===== src/rtl/fb_pkg.sv =====
// fb_pkg: framebuffer geometry defaults, pattern selects and colour-bar table shared with the VGA reader.
// Latency: none, types and constants only.
// Backpressure: none.
package fb_pkg;

    localparam int FB_HDISP = 800;
    localparam int FB_VDISP = 480;

    typedef enum logic [1:0] {
        PAT_SOLID   = 2'd0,
        PAT_BARS    = 2'd1,
        PAT_CHECKER = 2'd2,
        PAT_GRAD    = 2'd3
    } pat_t;

    // Classic eight-bar order, bar 0 at the left edge. Element 0 is leftmost.
    localparam logic [0:7][23:0] BAR_COLORS = {
        24'hFFFFFF, 24'hFFFF00, 24'h00FFFF, 24'h00FF00,
        24'hFF00FF, 24'hFF0000, 24'h0000FF, 24'h000000
    };

endpackage


===== src/rtl/fb_pattern_gen.sv =====
// fb_pattern_gen: maps (pattern, solid colour, x, y) to one 24-bit {R,G,B} pixel.
// Latency: purely combinational, registered by the instantiating writer.
// Backpressure: none; it follows whatever x/y the writer presents.
// Ports: pat/color select the pattern, x/y are the pixel coordinates, pixel is the result.
module fb_pattern_gen
    import fb_pkg::*;
#(
    parameter int HDISP = FB_HDISP,
    parameter int XW    = 10,
    parameter int YW    = 9
) (
    input  logic [1:0]    pat,
    input  logic [23:0]   color,
    input  logic [XW-1:0] x,
    input  logic [YW-1:0] y,
    output logic [23:0]   pixel
);

    localparam int BAR_W = HDISP / 8;

    logic [2:0] bar;
    logic [7:0] xe;
    logic [7:0] ye;
    logic       unused_y_hi;

    // Only the low byte of y feeds any pattern; the rest is the writer's concern.
    assign unused_y_hi = ^y;

    always_comb begin
        xe    = 8'(x);
        ye    = 8'(y);
        // x / BAR_W as a comparator chain: the last threshold passed wins.
        bar   = 3'd0;
        for (int k = 1; k < 8; k++) begin
            if (x >= XW'(k * BAR_W)) begin
                bar = 3'(k);
            end
        end
        pixel = color;
        case (pat_t'(pat))
            PAT_SOLID:   pixel = color;
            PAT_BARS:    pixel = BAR_COLORS[bar];
            PAT_CHECKER: pixel = (xe[4] ^ ye[4]) ? 24'h000000 : 24'hFFFFFF;
            PAT_GRAD:    pixel = {xe, ye, xe + ye};
            default:     pixel = color;
        endcase
    end

endmodule


===== src/rtl/fb_pattern_writer.sv =====
// fb_pattern_writer: Wishbone master filling the linear 32-bit/pixel framebuffer with a test pattern.
// Latency: first write presented the cycle after start; one pixel per cycle against a zero-wait slave.
// Backpressure: address/data held until wb_ack; writes grouped in BURST acks separated by GAP idle cycles.
// Ports: start/continuous/pat/color control a fill, busy/done report it, wb_* is the classic Wishbone master.
module fb_pattern_writer
    import fb_pkg::*;
#(
    parameter int          HDISP    = FB_HDISP,
    parameter int          VDISP    = FB_VDISP,
    parameter logic [31:0] BASE_ADR = 32'h0,
    parameter int          BURST    = 64,
    parameter int          GAP      = 8
) (
    input  logic        clk,
    input  logic        rst_n,
    input  logic        start,
    input  logic        continuous,
    input  logic [1:0]  pat,
    input  logic [23:0] color,
    output logic        busy,
    output logic        done,
    output logic [31:0] wb_adr,
    output logic [31:0] wb_dat_ms,
    output logic        wb_we,
    output logic        wb_cyc,
    output logic        wb_stb,
    output logic [3:0]  wb_sel,
    output logic [2:0]  wb_cti,
    output logic [1:0]  wb_bte,
    input  logic        wb_ack,
    input  logic [31:0] wb_dat_sm
);

    localparam int XW  = $clog2(HDISP);
    localparam int YW  = $clog2(VDISP);
    localparam int IW  = $clog2(HDISP * VDISP);
    localparam int BCW = $clog2(BURST + 1);
    localparam int GCW = $clog2(GAP + 1);

    localparam logic [XW-1:0]  X_LAST = XW'(HDISP - 1);
    localparam logic [YW-1:0]  Y_LAST = YW'(VDISP - 1);
    localparam logic [BCW-1:0] B_LAST = BCW'(BURST - 1);
    localparam logic [GCW-1:0] G_LAST = GCW'(GAP - 1);

    typedef enum logic [1:0] {ST_IDLE, ST_WRITE, ST_GAP} state_t;

    state_t          state, state_n;
    logic [XW-1:0]   x, x_n;
    logic [YW-1:0]   y, y_n;
    logic [IW-1:0]   idx, idx_n;
    logic [BCW-1:0]  bcnt, bcnt_n;
    logic [GCW-1:0]  gcnt, gcnt_n;
    pat_t            pat_q, pat_n;
    logic [23:0]     color_q, color_n;
    logic            cont_q, cont_n;
    logic            done_n;
    logic [23:0]     pixel;
    logic            unused_dat;

    assign unused_dat = ^wb_dat_sm;
    assign wb_cti     = 3'b000;
    assign wb_bte     = 2'b00;

    // Generator sees the next-cycle pixel so its output can be registered
    // straight into wb_dat_ms, aligned with wb_adr.
    fb_pattern_gen #(
        .HDISP (HDISP),
        .XW    (XW),
        .YW    (YW)
    ) u_gen (
        .pat   (pat_n),
        .color (color_n),
        .x     (x_n),
        .y     (y_n),
        .pixel (pixel)
    );

    always_comb begin
        state_n = state;
        x_n     = x;
        y_n     = y;
        idx_n   = idx;
        bcnt_n  = bcnt;
        gcnt_n  = gcnt;
        pat_n   = pat_q;
        color_n = color_q;
        cont_n  = cont_q;
        done_n  = 1'b0;
        case (state)
            ST_IDLE: begin
                if (start) begin
                    state_n = ST_WRITE;
                    x_n     = '0;
                    y_n     = '0;
                    idx_n   = '0;
                    bcnt_n  = '0;
                    pat_n   = pat_t'(pat);
                    color_n = color;
                    cont_n  = continuous;
                end
            end
            ST_WRITE: begin
                if (wb_stb && wb_ack) begin
                    bcnt_n = bcnt + BCW'(1);
                    if (x == X_LAST && y == Y_LAST) begin
                        // Frame complete: wrap so a continuous restart begins at (0,0).
                        x_n     = '0;
                        y_n     = '0;
                        idx_n   = '0;
                        done_n  = 1'b1;
                        gcnt_n  = '0;
                        state_n = cont_q ? ST_GAP : ST_IDLE;
                    end else begin
                        idx_n = idx + IW'(1);
                        if (x == X_LAST) begin
                            x_n = '0;
                            y_n = y + YW'(1);
                        end else begin
                            x_n = x + XW'(1);
                        end
                        if (bcnt == B_LAST) begin
                            gcnt_n  = '0;
                            state_n = ST_GAP;
                        end
                    end
                end
            end
            ST_GAP: begin
                if (gcnt == G_LAST) begin
                    bcnt_n  = '0;
                    state_n = ST_WRITE;
                end else begin
                    gcnt_n = gcnt + GCW'(1);
                end
            end
            default: state_n = ST_IDLE;
        endcase
    end

    always_ff @(posedge clk or negedge rst_n) begin
        if (!rst_n) begin
            state     <= ST_IDLE;
            x         <= '0;
            y         <= '0;
            idx       <= '0;
            bcnt      <= '0;
            gcnt      <= '0;
            pat_q     <= PAT_SOLID;
            color_q   <= '0;
            cont_q    <= 1'b0;
            busy      <= 1'b0;
            done      <= 1'b0;
            wb_adr    <= '0;
            wb_dat_ms <= '0;
            wb_we     <= 1'b0;
            wb_cyc    <= 1'b0;
            wb_stb    <= 1'b0;
            wb_sel    <= '0;
        end else begin
            state     <= state_n;
            x         <= x_n;
            y         <= y_n;
            idx       <= idx_n;
            bcnt      <= bcnt_n;
            gcnt      <= gcnt_n;
            pat_q     <= pat_n;
            color_q   <= color_n;
            cont_q    <= cont_n;
            busy      <= (state_n != ST_IDLE);
            done      <= done_n;
            wb_adr    <= BASE_ADR + 32'({idx_n, 2'b00});
            wb_dat_ms <= {8'h00, pixel};
            wb_we     <= (state_n == ST_WRITE);
            wb_cyc    <= (state_n == ST_WRITE);
            wb_stb    <= (state_n == ST_WRITE);
            wb_sel    <= 4'b1111;
        end
    end

endmodule


===== config.mk =====
export PLATFORM = sky130hd
export DESIGN_NAME = fb_pattern_writer
export DESIGN_NICKNAME = d
export VERILOG_FILES = /design/src/rtl/fb_pkg.sv /design/src/rtl/fb_pattern_gen.sv /design/src/rtl/fb_pattern_writer.sv
export SDC_FILE = /design/constraint.sdc
export NUM_CORES = 1
export LEC_CHECK = 0
export BUFFER_PORTS_ARGS = -buffer_cell sky130_fd_sc_hd__buf_2
export CAP_MARGIN = 20
export CORE_UTILIZATION = 45
export CTS_BUF_LIST = sky130_fd_sc_hd__clkbuf_8
export DETAILED_ROUTE_END_ITERATION = 12
export GPL_ROUTABILITY_DRIVEN = 0
export PLACE_DENSITY = 0.75
export SETUP_SLACK_MARGIN = 0.5
export SLEW_MARGIN = 20
export SYNTH_ARGS = -nofsm -noshare
export SYNTH_HDL_FRONTEND = slang
export SYNTH_SLANG_ARGS = --single-unit

===== constraint.sdc =====
create_clock -name clk -period 7.9 [get_ports clk]
set_clock_uncertainty 0.05 [all_clocks]
set_input_delay 1.58 -clock clk [delete_from_list [all_inputs] [get_ports clk]]
set_output_delay 1.58 -clock clk [all_outputs]
set_load 0.1 [all_outputs]

==> results of run 1 <==
## placed cells by master, fill, tap and decap left out, types with 14 or more instances in the layout
cell type                  instances
sky130_fd_sc_hd__nand3_1          28
sky130_fd_sc_hd__inv_1            18
sky130_fd_sc_hd__dfrtp_1         106
sky130_fd_sc_hd__buf_2            81
sky130_fd_sc_hd__nor2_1           46
sky130_fd_sc_hd__conb_1           27
sky130_fd_sc_hd__nand4_1          16
sky130_fd_sc_hd__nand2_1          67
sky130_fd_sc_hd__a21oi_1          23
sky130_fd_sc_hd__o21ai_0          42
sky130_fd_sc_hd__o211ai_1         14
sky130_fd_sc_hd__xor2_1           19
sky130_fd_sc_hd__mux2_2           26
## state kept, by name, summed over array words and instances (netlist names)
register   flops
color_q       24
wb_dat_ms     24
wb_adr        19
x             10
y              9
bcnt           7
gcnt           4
pat_q          2
state          2
busy           1
cont_q         1
done           1
wb_sel         1
wb_stb         1
## where the power goes
group          internal [mW]  leakage (nW)  switching (mW)
combinational          0.323          1.56            1.12
sequential             0.724          1.32          0.0982
clock                  0.117        0.0929           0.197
## cell type report
type	instances	area [sq um]
fillers	1181	6237
multi-input cells	451	2882
flip-flops and latches	106	2653
repair buffers	86	442.9
well taps	172	215.2
clock buffers	9	123.9
inverters	17	63.81
clock inverters	7	53.80
## path summary, 6_finish.rpt
path / end / slack, ns / cells after the start
min reg2reg: color_q[13]$_DFF_PN0_ / 0.46 / 1
min in group asynchronous: wb_sel[0]$_DFF_PN0_ / 1.18 / 1
max in group asynchronous: x[6]$_DFF_PN0_ / 5.53 / 2
max: wb_dat_ms[6]$_DFF_PN0_ / 3.41 / 11
max reg2reg: wb_dat_ms[6]$_DFF_PN0_ / 3.93 / 15
min: color_q[13]$_DFF_PN0_ / 0.46 / 1
## synthesized netlist by cell type (5+ instances only)
cell	number	area share, %
sky130_fd_sc_hd__dfrtp_1	106	45
sky130_fd_sc_hd__nand2_1	67	4.3
sky130_fd_sc_hd__nor2_1	46	3.0
sky130_fd_sc_hd__o21ai_0	42	3.6
sky130_fd_sc_hd__buf_4	33	4.2
sky130_fd_sc_hd__nand3_1	28	2.4
sky130_fd_sc_hd__mux2_2	26	5.0
sky130_fd_sc_hd__a21oi_1	23	2.0
sky130_fd_sc_hd__xor2_1	19	2.8
sky130_fd_sc_hd__inv_1	17	1.1
sky130_fd_sc_hd__nand4_1	16	1.7
sky130_fd_sc_hd__o211ai_1	14	1.8
sky130_fd_sc_hd__clkbuf_1	13	0.83
sky130_fd_sc_hd__ha_1	12	2.6
sky130_fd_sc_hd__a21o_1	11	1.4
sky130_fd_sc_hd__xnor2_1	10	1.5
sky130_fd_sc_hd__and3_1	9	0.96
sky130_fd_sc_hd__a31oi_1	7	0.75
sky130_fd_sc_hd__and4_1	6	0.90
sky130_fd_sc_hd__buf_2	6	0.51
sky130_fd_sc_hd__nor3b_1	5	0.64
sky130_fd_sc_hd__nor4_1	5	0.53
sky130_fd_sc_hd__o31ai_1	5	0.64
## cell families after synthesis
| logic type | synth area share [%] |
|---|---|
| AOI/OAI and AO/OA | 16.66 |
| xor gates and xnor gates | 4.340 |
| adders and majority gates | 2.908 |
| buffers and inverters | 7.184 |
| DFF | 45.33 |
| muxes | 5.516 |
| other | 0.1283 |
| and+or+nand+nor | 17.94 |
## metrics by stage
| step | area (sq um) | power [mW] | utilization, % |
|---|---|---|---|
| 2_1_floorplan | 5946 | 2.007 | - |
| 3_3_place_gp | 6256 | 2.240 | 49.37 |
| 3_5_place_dp | 6256 | 2.271 | 49.37 |
| 4_1_cts | 6434 | 2.594 | 50.78 |
| 5_1_grt | 6434 | 2.732 | 50.78 |
| 6_report | 6434 | 2.582 | 50.78 |
## routing by layer
layer | global-route usage, % | share of wire, % | up-vias
met2 | 35.20 | 47 | 185
met4 | 8.632 | 2.1 | 0
met5 | 0 | 0 | -
met3 | 5.701 | 6.2 | 28
met1 | 27.97 | 44 | 2291
li1 | - | - | 2259
==> impl_metrics.json, run 1 <==
{
  "outcome": "finished clean",
  "timing.critical_path.slowest_stage_cell": "sky130_fd_sc_hd__o31ai_1",
  "worst_ir_drop_vdd_uv": 363.2,
  "final_period_minus_worst_setup_slack_ns": 4.490,
  "die_area_sq_mm": 0.01346,
  "setup-tns-final_ns": 0,
  "cp_common_cell": "sky130_fd_sc_hd__a21o_1",
  "stdcell_count": 848,
  "critPathRequiredTime_ns": 8.10,
  "critical_path.endpoint_type": "flop",
  "route.detailed.drc": 0,
  "grt.total_usage_pct": 21.80,
  "dieHeight_microns": 116.0,
  "cp.buffers_inverters": 1,
  "hold_class": "reg2reg",
  "routedWlPerCell_microns": 15.98,
  "total_routed_length_mm": 13.55,
  "synthesis.instances": 605,
  "synth-async-reset-ratio_pct": 100.0,
  "antenna_cells": 0,
  "grt_setup_unrepaired": "no",
  "count_of_synthesis_stage_warnings_from_yosys": 0,
  "floorplan.core_area_sq_mm": 0.01267,
  "detailedPlace.worstSlack_ns": 3.104,
  "power_per_cell_area_mw_per_mm2": 401.3,
  "cts.clk_slew.worst_paths_ns": 0.10,
  "grt_antenna_before_repair": 0,
  "post_route_cells_drive_above_1_share_pct": 21.60,
  "timing.critical_path.from": "wb_ack",
  "critical_path_class": "in2reg",
  "initial_core_util_pct": 46.18,
  "floorplan.io_pins": 141,
  "rows": 41,
  "synth.avg_cell_area_sq_um": 9.672,
  "final-max-slew-violation-count": 0,
  "drv_cap": 0,
  "whs_ns": 0.4552,
  "route.antenna.remaining_nets": 0,
  "detail_route.vias_per_cell": 5.617,
  "static-leakage-power_nw": 2.980,
  "area_growth_syn_to_layout_pct": 9.942,
  "h_tree_depth": 3,
  "worst-path-max-fanout": 11,
  "placement.io_buffers": 82,
  "clock_sinks": 106,
  "synthFlopType": "sky130_fd_sc_hd__dfrtp_1",
  "first_global_vias": 4609,
  "pin_slew_with_the_least_headroom_to_its_limit_ns": 1.005,
  "first_pass_grt_wire_length_mm": 22.45,
  "hp_start": "color_q[13]$_DFF_PN0_",
  "root_buffer": "sky130_fd_sc_hd__clkbuf_8",
  "detailroute.via_count": 4763,
  "nets_final": 747,
  "drt_first_pass_iters": 5,
  "placed_cells": 832,
  "final.period_utilization_pct": 56.83,
  "postSynthRegisterBits": 106,
  "buffer_levels_on_the_longest_clock_path": 2,
  "arrival_ns": 4.69,
  "synth_cell_type_count": 69,
  "postCtsHoldBufs": 0,
  "die_width_microns": 116.0,
  "crit-reg2reg-launch": "y[0]$_DFF_PN0_",
  "post_cts_resized": 0,
  "largest_net_degree_at_the_start_of_global_routing": 59,
  "worst_skew_pair.late_latency_ns": 0.39,
  "cts_made_buffers": 9,
  "postCtsSetupRepairBufs": 0,
  "gr-total-overflow": 0,
  "clock.fmax_mhz": 222.7,
  "setup-violations-final": 0,
  "detailedRoute.firstIterationViolations": 422,
  "timing.critical_path.max_delay_family": "compound AO/OA/AOI/OAI gates",
  "max_slew_headroom_pct": 32.83,
  "timing.critical_path.from_type": "input port",
  "crit_path_cell_trace": "buf_2, and3_1, and4_1, nand4_1, o31ai_1, ha_1, a21o_1, a21o_1, a21oi_1, xor2_1, o221ai_1",
  "setup_slack_ns": 3.410,
  "finalHoldViolCount": 0,
  "tritoncts": "built",
  "max_stage_delay_ns": 0.63,
  "number_of_synthesized_flops_with_an_enable_pin": 0,
  "detailed_place_hpwl_mm": 9.761,
  "seq_area_frac_synth_pct": 45.33,
  "mappedNetlistArea_sq_mm": 0.005852
}
No activity file was read; power rests on OpenSTA's default activity.
==> inputs of run 2 (changes only) <==
- ABC_AREA: default -> 1
- clock period: 7.9 -> 4.2 ns (I/O delays scaled with it)
==> impl_metrics.json, run 2 <==
{
  "outcome": "finished clean",
  "worst_ir_drop_vdd_uv": 649.3,
  "max_slew_headroom_pct": 44.02,
  "setup_slack_ns": 0.7687,
  "mappedNetlistArea_sq_mm": 0.005906,
  "drt_first_pass_iters": 4,
  "count_of_synthesis_stage_warnings_from_yosys": 0,
  "synth-async-reset-ratio_pct": 100.0,
  "antenna_cells": 0,
  "post_route_cells_drive_above_1_share_pct": 25.42,
  "worst_skew_pair.late_latency_ns": 0.40,
  "worst-path-max-fanout": 4,
  "area_growth_syn_to_layout_pct": 12.75,
  "critical_path_class": "reg2reg",
  "seq_area_frac_synth_pct": 44.92,
  "grt.total_usage_pct": 20.14,
  "pin_slew_with_the_least_headroom_to_its_limit_ns": 0.8365,
  "die_width_microns": 116.6,
  "detailroute.via_count": 4782,
  "first_global_vias": 4488,
  "synth_top_cell_area_share_pct": 44.92,
  "stdcell_count": 947,
  "dieHeight_microns": 116.6,
  "total_routed_length_mm": 12.94,
  "die_area_sq_mm": 0.01359,
  "route.antenna.remaining_nets": 0,
  "gr-total-overflow": 0,
  "postSynthRegisterBits": 106,
  "buffer_levels_on_the_longest_clock_path": 2,
  "crit-reg2reg-launch": "x[0]$_DFF_PN0_",
  "utilization_pct": 52.34,
  "post-synth-top-area-cell": "sky130_fd_sc_hd__dfrtp_1",
  "critPathRequiredTime_ns": 4.44,
  "synthFlopType": "sky130_fd_sc_hd__dfrtp_1",
  "first_pass_grt_wire_length_mm": 21.06,
  "root_buffer": "sky130_fd_sc_hd__clkbuf_8",
  "post_synth_most_frequent_cells": "sky130_fd_sc_hd__nand2_1, sky130_fd_sc_hd__dfrtp_1, sky130_fd_sc_hd__inv_1",
  "hp_start": "bcnt[6]$_DFFE_PN0P_",
  "initial_core_util_pct": 46.42,
  "postCtsHoldBufs": 0,
  "floorplan.core_area_sq_mm": 0.01272,
  "routedWlPerCell_microns": 13.67,
  "placed_cells": 929,
  "holdPathEnd": "bcnt[6]$_DFFE_PN0P_",
  "timing.critical_path.from": "x[0]$_DFF_PN0_",
  "synth.avg_cell_area_sq_um": 8.647,
  "drv_cap": 0,
  "static-leakage-power_nw": 3.434,
  "grt_setup_unrepaired": "no",
  "cts_made_buffers": 9,
  "tritoncts": "built",
  "hold-path-cell-count": 1,
  "setup-violations-final": 0,
  "reg.largest.list": "color_q: 24 flops, wb_dat_ms: 24 flops, wb_adr: 19 flops",
  "synth_top_cells_by_area": "sky130_fd_sc_hd__dfrtp_1, sky130_fd_sc_hd__nand2_1, sky130_fd_sc_hd__inv_1",
  "setup.reg_to_reg.worst_slack_ns": 0.77,
  "hold_class": "reg2reg",
  "finalHoldViolCount": 0,
  "h_tree_depth": 3,
  "arrival_ns": 3.67,
  "yosys.cell_count.top_type": "sky130_fd_sc_hd__nand2_1",
  "placement.io_buffers": 82,
  "power_per_cell_area_mw_per_mm2": 837.1,
  "postLayoutCellArea_sq_mm": 0.006659,
  "setup-tns-final_ns": 0,
  "detail_route.vias_per_cell": 5.050,
  "critical_path.endpoint_type": "flop",
  "nets_final": 846,
  "timing.critical_path.from_type": "flop",
  "cts.clk_slew.worst_paths_ns": 0.11,
  "detailedPlace.worstSlack_ns": 0.4968,
  "clock_sinks": 106,
  "floorplan.io_pins": 141,
  "final_period_minus_worst_setup_slack_ns": 3.431,
  "route.detailed.drc": 0,
  "total_power_mw": 5.574,
  "detailedRoute.firstIterationViolations": 383,
  "whs_ns": 0.4405,
  "number_of_synthesized_flops_with_an_enable_pin": 0,
  "final.period_utilization_pct": 81.70,
  "final-max-slew-violation-count": 0,
  "most_frequent_standard_cell_in_the_layout_excluding_fill_and_tap_cells": "sky130_fd_sc_hd__nand2_1",
  "grt_antenna_before_repair": 0,
  "rows": 41,
  "placed_cell_area_sq_mm": 0.006412,
  "clock.fmax_mhz": 291.4,
  "layout.cells.most_common_list": "sky130_fd_sc_hd__nand2_1, sky130_fd_sc_hd__dfrtp_1, sky130_fd_sc_hd__inv_1",
  "synthesis.instances": 683,
  "largest_net_degree_at_the_start_of_global_routing": 63,
  "synth_cell_type_count": 48,
  "detailed_place_hpwl_mm": 9.453,
  "r2r.worst_path.cells": 19,
  "reg_to_reg_critical_path_endpoint": "wb_dat_ms[7]$_DFF_PN0_"
}
## run 2: cell count changes in the layout (fill, tap and decap cells not counted), sizes merged, moves of 10 or more
| cell | before | now |
|---|---|---|
| inv | 20 | 95 |
| nand2 | 67 | 137 |
| nand3 | 28 | 56 |
| a21oi | 23 | 39 |
| o211ai | 15 | 1 |
| nor2 | 46 | 59 |
| nor3 | 4 | 16 |
| a21o | 11 | 0 |
| nand4 | 16 | 6 |
## run 2: area by class of cell
cell class,instances,area (sq um)
Inverter,94,352.8
Clock buffer,10,137.6
Tap cell,172,215.2
Multi-Input combinational cell,465,2724
Clock inverter,6,73.82
Fill cell,1220,6063
Timing Repair Buffer,94,503.0
Sequential cell,106,2653
## run 2: worst max-delay path by stage
stage | slack (ns) | endpoint | cells after the start
after CTS | 0.68 | wb_dat_ms[6]$_DFF_PN0_ | 22
after detailed placement | 0.50 | wb_dat_ms[7]$_DFF_PN0_ | 19
final | 0.77 | wb_dat_ms[7]$_DFF_PN0_ | 19
after global routing | 0.50 | wb_dat_ms[6]$_DFF_PN0_ | 21
after floorplan | 0.81 | wb_dat_ms[6]$_DFF_PN0_ | 20
after global placement | 0.52 | wb_dat_ms[7]$_DFF_PN0_ | 19
## run 2: repair_timing
item                       CTS  global route
setup endpoints to repair    0             1
resized for setup            0             6
buffers inserted             0             2
## run 2: layer usage
metal	GRT usage, %	up-vias	wire (microns)
met1	27.33	2287	5984
li1	-	2358	-
met5	0	-	0
met3	4.567	29	613
met2	30.65	108	6034
met4	9.451	0	310
## run 2: worst max-delay path: stages (launching register included)
cell and delay [ns]:
sky130_fd_sc_hd__dfrtp_1 0.41, sky130_fd_sc_hd__ha_2 0.23, sky130_fd_sc_hd__nand3_1 0.14, sky130_fd_sc_hd__nor3_4 0.29, sky130_fd_sc_hd__buf_4 0.16, sky130_fd_sc_hd__buf_4 0.10, sky130_fd_sc_hd__inv_1 0.07, sky130_fd_sc_hd__o211ai_1 0.17
sky130_fd_sc_hd__nand3_1 0.25, sky130_fd_sc_hd__ha_1 0.37, sky130_fd_sc_hd__nand3_1 0.09, sky130_fd_sc_hd__nand2_1 0.12, sky130_fd_sc_hd__inv_1 0.06, sky130_fd_sc_hd__o221ai_1 0.18, sky130_fd_sc_hd__xor2_1 0.13, sky130_fd_sc_hd__nand3b_1 0.18
sky130_fd_sc_hd__nand3_1 0.09, sky130_fd_sc_hd__nand2_1 0.05, sky130_fd_sc_hd__inv_1 0.10, sky130_fd_sc_hd__nand3_2 0.07
## run 2: logic make-up (layout without fill, tap and decap cells)
logic type               after synthesis  in the layout  share of synthesized area (%)
flip-flops                           106            106                          44.92
multiplexers                          25             25                          4.767
AO/OA/AOI/OAI                        106            106                          10.83
AND/OR/NAND/NOR                      280            280                          23.52
other                                  2             27                         0.1272
buffers and inverters                137            204                          10.89
adder cells (fa/ha/maj)               13             13                          2.881
XOR/XNOR                              14             14                          2.076
## run 2: power breakdown
part | internal [mW] | switching (mW)
logic | 0.761 | 2.49
registers | 1.43 | 0.215
clock network | 0.300 | 0.380
total | 2.49 | 3.08
